**src/rtl/enc_pkg.sv**
```systemverilog
// Shared definitions for the instruction-memory loader encoder:
// ImmSrc format codes, FSM state encoding, register field positions,
// and an immediate range helper used when ENC_RANGE_CHECK_EN is defined.
package enc_pkg;

    localparam logic [2:0] IMM_I = 3'b000;
    localparam logic [2:0] IMM_B = 3'b001;
    localparam logic [2:0] IMM_S = 3'b010;
    localparam logic [2:0] IMM_J = 3'b011;
    localparam logic [2:0] IMM_U = 3'b100;
    localparam logic [2:0] IMM_R = 3'b101;

    typedef enum logic [1:0] {
        ST_IDLE = 2'd0,
        ST_RUN  = 2'd1,
        ST_DONE = 2'd2
    } enc_state_t;

    localparam int RD_LSB     = 7;
    localparam int FUNCT3_LSB = 12;
    localparam int RS1_LSB    = 15;
    localparam int RS2_LSB    = 20;

    // True when v is the sign extension of its low n bits.
    function automatic logic fits_signed(input logic [31:0] v, input int unsigned n);
        logic [31:0] s;
        s = 32'($signed(v) >>> (n - 1));
        return (s == '0) || (s == '1);
    endfunction

endpackage

```
**src/rtl/imm_pack.sv**
```systemverilog
// Combinational fields-to-word packer; the inverse of the immediate
// extender's field mapping. With ENC_RANGE_CHECK_EN defined it also flags
// immediates that the extender could not reproduce; otherwise the flag is 0
// and immediates are truncated to their fields.
module imm_pack
    import enc_pkg::*;
(
    input  logic [2:0]  imm_src,
    input  logic [31:0] imm,
    input  logic [6:0]  opcode,
    input  logic [4:0]  rd,
    input  logic [4:0]  rs1,
    input  logic [4:0]  rs2,
    input  logic [2:0]  funct3,
    input  logic [6:0]  funct7,
    output logic [31:0] word,
    output logic        range_err
);

    // Place opcode, registers and immediate slices according to the format
    always_comb begin
        word = '0;
        word[6:0] = opcode;
        case (imm_src)
            IMM_I: begin
                word[31:20]               = imm[11:0];
                word[RS1_LSB +: 5]        = rs1;
                word[FUNCT3_LSB +: 3]     = funct3;
                word[RD_LSB +: 5]         = rd;
            end
            IMM_S: begin
                word[31:25]               = imm[11:5];
                word[RS2_LSB +: 5]        = rs2;
                word[RS1_LSB +: 5]        = rs1;
                word[FUNCT3_LSB +: 3]     = funct3;
                word[11:7]                = imm[4:0];
            end
            IMM_B: begin
                word[31]                  = imm[12];
                word[30:25]               = imm[10:5];
                word[RS2_LSB +: 5]        = rs2;
                word[RS1_LSB +: 5]        = rs1;
                word[FUNCT3_LSB +: 3]     = funct3;
                word[11:8]                = imm[4:1];
                word[7]                   = imm[11];
            end
            IMM_J: begin
                word[31]                  = imm[20];
                word[30:21]               = imm[10:1];
                word[20]                  = imm[11];
                word[19:12]               = imm[19:12];
                word[RD_LSB +: 5]         = rd;
            end
            IMM_U: begin
                word[31:12]               = imm[31:12];
                word[RD_LSB +: 5]         = rd;
            end
            IMM_R: begin
                word[31:25]               = funct7;
                word[RS2_LSB +: 5]        = rs2;
                word[RS1_LSB +: 5]        = rs1;
                word[FUNCT3_LSB +: 3]     = funct3;
                word[RD_LSB +: 5]         = rd;
            end
            default: ;
        endcase
    end

`ifdef ENC_RANGE_CHECK_EN
    // Reject immediates that would not survive a round trip through the extender
    always_comb begin
        range_err = 1'b0;
        case (imm_src)
            IMM_I, IMM_S: range_err = !fits_signed(imm, 12);
            IMM_B:        range_err = !fits_signed(imm, 13) || imm[0];
            IMM_J:        range_err = !fits_signed(imm, 21) || imm[0];
            IMM_U:        range_err = (imm[11:0] != 12'd0);
            IMM_R:        range_err = 1'b0;
            default:      range_err = 1'b1;
        endcase
    end
`else
    assign range_err = 1'b0;
`endif

endmodule

```
**src/rtl/inst_encoder.sv**
```systemverilog
// Streaming instruction encoder feeding the instruction-memory loader.
// Optional feature macro: ENC_RANGE_CHECK_EN (drop out-of-range words, sticky err).
//
// state   | meaning
// --------+-------------------------------------------------------------
// ST_IDLE | waiting for start; base address latched on start
// ST_RUN  | accepting words and writing them to consecutive addresses
// ST_DONE | one-cycle session end, done asserted
module inst_encoder
    import enc_pkg::*;
#(
    parameter int DEPTH  = 256,
    parameter int ADDR_W = 32
)
(
    input  logic              clk,
    input  logic              reset,
    input  logic              start,
    input  logic [ADDR_W-1:0] base_addr,
    input  logic              in_valid,
    output logic              in_ready,
    input  logic              in_last,
    input  logic [2:0]        imm_src,
    input  logic [31:0]       imm,
    input  logic [6:0]        opcode,
    input  logic [4:0]        rd,
    input  logic [4:0]        rs1,
    input  logic [4:0]        rs2,
    input  logic [2:0]        funct3,
    input  logic [6:0]        funct7,
    output logic              wr_en,
    input  logic              wr_ready,
    output logic [ADDR_W-1:0] wr_addr,
    output logic [31:0]       wr_data,
    output logic              done,
    output logic [8:0]        count,
    output logic              err
);

    enc_state_t  state;
    logic        last_taken;
    logic [31:0] packed_word;
    logic        range_err;
    logic        wr_fire;
    logic        accept;
    logic        final_word;
    logic [9:0]  word_num;

    imm_pack u_pack (
        .imm_src   (imm_src),
        .imm       (imm),
        .opcode    (opcode),
        .rd        (rd),
        .rs1       (rs1),
        .rs2       (rs2),
        .funct3    (funct3),
        .funct7    (funct7),
        .word      (packed_word),
        .range_err (range_err)
    );

    assign wr_fire  = wr_en && wr_ready;
    assign in_ready = (state == ST_RUN) && (!wr_en || wr_ready) && !last_taken;
    assign accept   = in_valid && in_ready;

    // Any pending word completes in the accept cycle, so the new word's ordinal
    // is the completed count plus the pending word plus one.
    assign word_num   = {1'b0, count} + {9'd0, wr_en} + 10'd1;
    assign final_word = in_last || (!range_err && (word_num == 10'(DEPTH)));

`ifdef ENC_RANGE_CHECK_EN
    logic err_q;
    assign err = err_q;
`else
    assign err = 1'b0;
`endif

    // Session FSM with the output register, address and count bookkeeping
    always_ff @(posedge clk) begin
        if (reset) begin
            state      <= ST_IDLE;
            wr_en      <= 1'b0;
            wr_addr    <= '0;
            wr_data    <= '0;
            count      <= '0;
            done       <= 1'b0;
            last_taken <= 1'b0;
`ifdef ENC_RANGE_CHECK_EN
            err_q      <= 1'b0;
`endif
        end else begin
            done <= 1'b0;
            case (state)
                ST_IDLE: begin
                    if (start) begin
                        state      <= ST_RUN;
                        wr_addr    <= base_addr & ~(ADDR_W'(3));
                        count      <= '0;
                        wr_en      <= 1'b0;
                        last_taken <= 1'b0;
`ifdef ENC_RANGE_CHECK_EN
                        err_q      <= 1'b0;
`endif
                    end
                end
                ST_RUN: begin
                    if (wr_fire) begin
                        wr_addr <= wr_addr + ADDR_W'(4);
                        count   <= count + 9'd1;
                    end
                    if (accept && !range_err) begin
                        wr_en   <= 1'b1;
                        wr_data <= packed_word;
                    end else if (wr_fire) begin
                        wr_en <= 1'b0;
                    end
                    if (accept && final_word) begin
                        last_taken <= 1'b1;
                    end
`ifdef ENC_RANGE_CHECK_EN
                    if (accept && range_err) begin
                        err_q <= 1'b1;
                    end
`endif
                    // A dropped final word ends the session without a write
                    if ((wr_fire && last_taken) || (accept && range_err && in_last)) begin
                        state <= ST_DONE;
                        done  <= 1'b1;
                    end
                end
                ST_DONE: begin
                    state      <= ST_IDLE;
                    last_taken <= 1'b0;
                end
                default: state <= ST_IDLE;
            endcase
        end
    end

endmodule

```
**config.mk**
```make
export PLATFORM = sky130hd
export DESIGN_NAME = inst_encoder
export DESIGN_NICKNAME = d
export VERILOG_FILES = /design/src/rtl/enc_pkg.sv /design/src/rtl/imm_pack.sv /design/src/rtl/inst_encoder.sv
export SDC_FILE = /design/constraint.sdc
export NUM_CORES = 1
export LEC_CHECK = 0
export ABC_AREA = 1
export CAP_MARGIN = 20
export CORE_MARGIN = 2
export CORE_UTILIZATION = 44
export CTS_BUF_LIST = sky130_fd_sc_hd__clkbuf_4 sky130_fd_sc_hd__clkbuf_8 sky130_fd_sc_hd__clkbuf_16
export CTS_CLUSTER_SIZE = 30
export DETAILED_ROUTE_END_ITERATION = 8
export GPL_ROUTABILITY_DRIVEN = 0
export PLACE_DENSITY_LB_ADDON = 0.3
export SYNTH_ARGS = -nofsm -noshare
export SYNTH_HDL_FRONTEND = slang
export SYNTH_SLANG_ARGS = --single-unit
```
**constraint.sdc**
```tcl
create_clock -name clk -period 2.3 [get_ports clk]
set_input_delay 0.46 -clock clk [delete_from_list [all_inputs] [get_ports clk]]
set_output_delay 0.46 -clock clk [all_outputs]
set_load 0.05 [all_outputs]
```
==> flow_metrics.py, run 1 <==
metrics = {
    "die": {
        "core_mm2": 0.0101,
        "row_count": 37,
        "io_pins": 182,
        "die_h_um": 105,
        "dieArea_mm2": 0.0111,
        "start_util_pct": 44.7,
        "die_w_um": 105,
    },
    "sta": {
        "tightest_slew_ps": 632,
        "finalSetupViolations": 0,
        "rsz0062_at_grt": "false",
        "finClkSkew_ps": 10.9,
        "min_period_ps": 2150,
        "finalHoldViolCount": 0,
        "slew_headroom_pct": 57.8,
        "setup-tns-final_ps": 0,
        "whs_ps": 343,
        "fmax_mhz": 466,
        "layout_setup_ws_ps": 152,
        "slew_violations": 0,
        "fin_crit_sh_pct": 93.4,
    },
    "critical_path": {
        "cp-end-kind": "output pin",
        "arrival_ps": 1690,
        "worstSetupStartpointType": "register",
        "rr_startpoint": "wr_en",
        "worstRegToRegCells": 12,
        "r2r_end": "last_taken",
        "slowest_delay_ps": 860,
        "cpMaxStageDelayCell": "clkdlybuf4s50_1",
        "reg2reg_setup_slack_ps": 330,
        "cp_top_family": "buffers and inverters",
        "crit_type": "register to output pin",
        "worstPathRequired_ps": 1840,
        "cp_max_fo": 8,
        "path_cells": "clkdlybuf4s50_1",
        "crit_buf_inv": 1,
    },
    "finish": {
        "syn2layout_area_growth_pct": 45.8,
        "nNetsFinal": 997,
        "final_util_pct": 65.1,
        "fill_cells": 863,
        "layout.cells.non_filler": 1028,
        "antenna_cells": 0,
        "drive_above_1_share_pct": 5.16,
        "design_area_mm2": 0.00660,
    },
    "placed_design": {
        "dp_slack_ps": 224,
        "dp_cells": 1012,
        "dp_hpwl_um": 10700,
        "portBuffers": 176,
        "placedInstanceArea_mm2": 0.00640,
    },
    "route": {
        "ant_nets": 0,
        "drtPass1Iterations": 5,
        "via_per_inst": 5.20,
        "via_count": 5346,
        "wl_um": 13900,
        "route.detailed.drc": 0,
        "wl_per_cell_um": 13.6,
        "drtIter0Drc": 248,
    },
    "cts": {
        "cts_tree": "built",
        "root_buffer": "clkbuf_8",
        "cts_sinks": 76,
        "cts.htree.levels": 3,
        "worstSkewPairLatency_ps": 350,
        "clockBufferDepth": 2,
        "clk_pin_slew_ps": 80,
        "postCtsHoldBufs": 0,
        "post-cts-setup-buffer-count": 0,
        "cts-resized-gates": 0,
        "cts_made_buffers": 9,
    },
    "yosys": {
        "async_reset_ff_share_pct": 0,
        "ys_types": 42,
        "avgSynthCellArea_um2": 6.30,
        "synth_seq_cells": 76,
        "synthesis.area_mm2": 0.00453,
        "synth_largest_area_cell": "dfxtp_1",
        "synthCells": 718,
        "synth-edff-count": 0,
        "yosys.area.top_type_share_pct": 33.6,
        "netlist_top_cells_area": "dfxtp_1, nand2_1, a21oi_1",
        "yosysSeqAreaShare_pct": 33.6,
        "synthFlopType": "dfxtp_1",
        "yosysWarnings": 0,
    },
    "hold_path": {
        "holdPathEnd": "count[0]",
        "min-delay-start": "reset",
        "holdPathStages": 2,
        "hold_class": "input pin to register",
    },
    "power_and_ir_drop": {
        "total_power_mw": 3.49,
        "cellPowerDensity_mw_per_mm2": 529,
        "p_leak_nw": 2.50,
        "ir_drop_mv": 0.254,
    },
    "global_routing": {
        "grt_antenna_before_repair": 0,
        "track_usage_pct": 25.0,
        "grt_max_degree": 46,
        "grt_overflow": 0,
        "grt_pass1_vias": 5097,
        "grt_pass1_wl_um": 22900,
    },
    "run": {
        "maxCapViolations": 0,
    },
    "status": {
        "outcome": "completed",
    },
}
-- area by class of cell --
class                      count  area (µm²)  area share [%]
timing repair buffer         188        1870            28.3
sequential                    76        1520            23.1
clock inverter                 2        35.0           0.531
multi-input combinational    558        2640            40.0
clock buffer                  14         161            2.45
inverter                      54         205            3.11
tap                          136         170            2.58
-- logic make-up (layout without fill, tap and decap cells) --
| kind of cell | after synthesis | count (layout) | share of synthesized area [%] |
|---|---|---|---|
| AO/OA/AOI/OAI | 141 | 141 | 17.3 |
| XOR/XNOR | 11 | 11 | 2.13 |
| adder cells (fa/ha/maj) | 5 | 5 | 1.38 |
| buffers and inverters | 86 | 258 | 8.32 |
| flip-flops | 76 | 76 | 33.6 |
| other | 1 | 3 | 0.0828 |
| AND/OR/NAND/NOR | 398 | 398 | 37.2 |
-- worst reg2reg max path, stage by stage, from the launching register on --
cell and delay [ps]:
dfxtp_1 440, inv_1 130, ha_1 240, inv_1 60
ha_1 240, inv_1 90, a21boi_0 150, o21ai_0 100
nor2_1 110, nand4_1 110, nand2_1 70, nand2_1 50
a21oi_1 120
-- flip-flops by register name, summed over array words and instances (netlist names) --
signal / cells
wr_data: 32
wr_addr: 30
count: 9
state: 2
done: 1
last_taken: 1
wr_en: 1
-- Yosys cell counts (2+ instances only) --
master,instances
o22ai_1,3
a21oi_1,71
xor2_1,9
a22o_1,4
o221ai_1,3
nand4_1,13
a31oi_1,2
buf_1,4
a221oi_2,2
nand2_2,2
a211oi_1,3
o21ai_1,3
nor2_1,75
nor3_1,12
o21ai_0,45
buf_6,2
nand3b_1,4
ha_1,5
inv_2,3
clkbuf_1,9
dfxtp_1,76
buf_2,11
inv_1,50
nor3_2,2
nand2_1,242
xnor2_1,2
buf_4,6
nand3_1,41
-- routing by layer --
layer	global-route usage, %	vias up	wire (µm)
li1	-	2697	-
met2	44.2	239	6770
met3	6.00	28	1250
met4	10.5	0	307
met5	0	-	0
met1	28.5	2382	5610
-- cells in the final DEF, fill, tap and decap left out, types with 2 or more instances in the layout --
cell             instances
a211oi_1                 3
a21oi_1                 71
a221oi_2                 2
a22o_1                   4
a31oi_1                  2
buf_12                   2
buf_4                   11
clkbuf_4                 5
clkbuf_8                 9
clkdlybuf4s50_1        174
conb_1                   3
dfxtp_1                 76
ha_1                     5
inv_1                   50
inv_2                    3
nand2_1                242
nand2_2                  2
nand3_1                 41
nand3b_1                 4
nand4_1                 13
nor2_1                  75
nor3_1                  12
nor3_2                   2
o21ai_0                 45
o21ai_1                  3
o221ai_1                 3
o22ai_1                  3
xnor2_1                  2
xor2_1                   9
-- worst max path at each step --
stage          startpoint          end  slack [ps]  depth (start not counted)
5_1_grt             wr_en   last_taken          60                         12
3_5_place_dp   imm_src[1]  wr_data[16]         220                          9
4_1_cts          count[2]     count[2]         120                          1
2_1_floorplan       wr_en   last_taken         230                         12
3_3_place_gp     wr_ready   wr_addr[4]         280                          6
6_report         count[2]     count[2]         150                          1
-- report_power, final --
group / internal, mW / switching (mW) / leakage [nW]
Clock: 0.562 / 0.474 / 0.106
Sequential: 1.39 / 0.0788 / 0.620
Combinational: 0.407 / 0.581 / 1.78
(Power assumes the default switching activity.)
==> inputs of run 2 (changes only) <==
- HOLD_SLACK_MARGIN: default -> 0.05
==> results of run 2 <==
No change in the layout: final DEF, timing and power equal those of run 1.
==> inputs of run 3 (changes only) <==
- SLEW_MARGIN: default -> 25
==> results of run 3 <==
No change in the layout: final DEF, timing and power equal those of run 1.
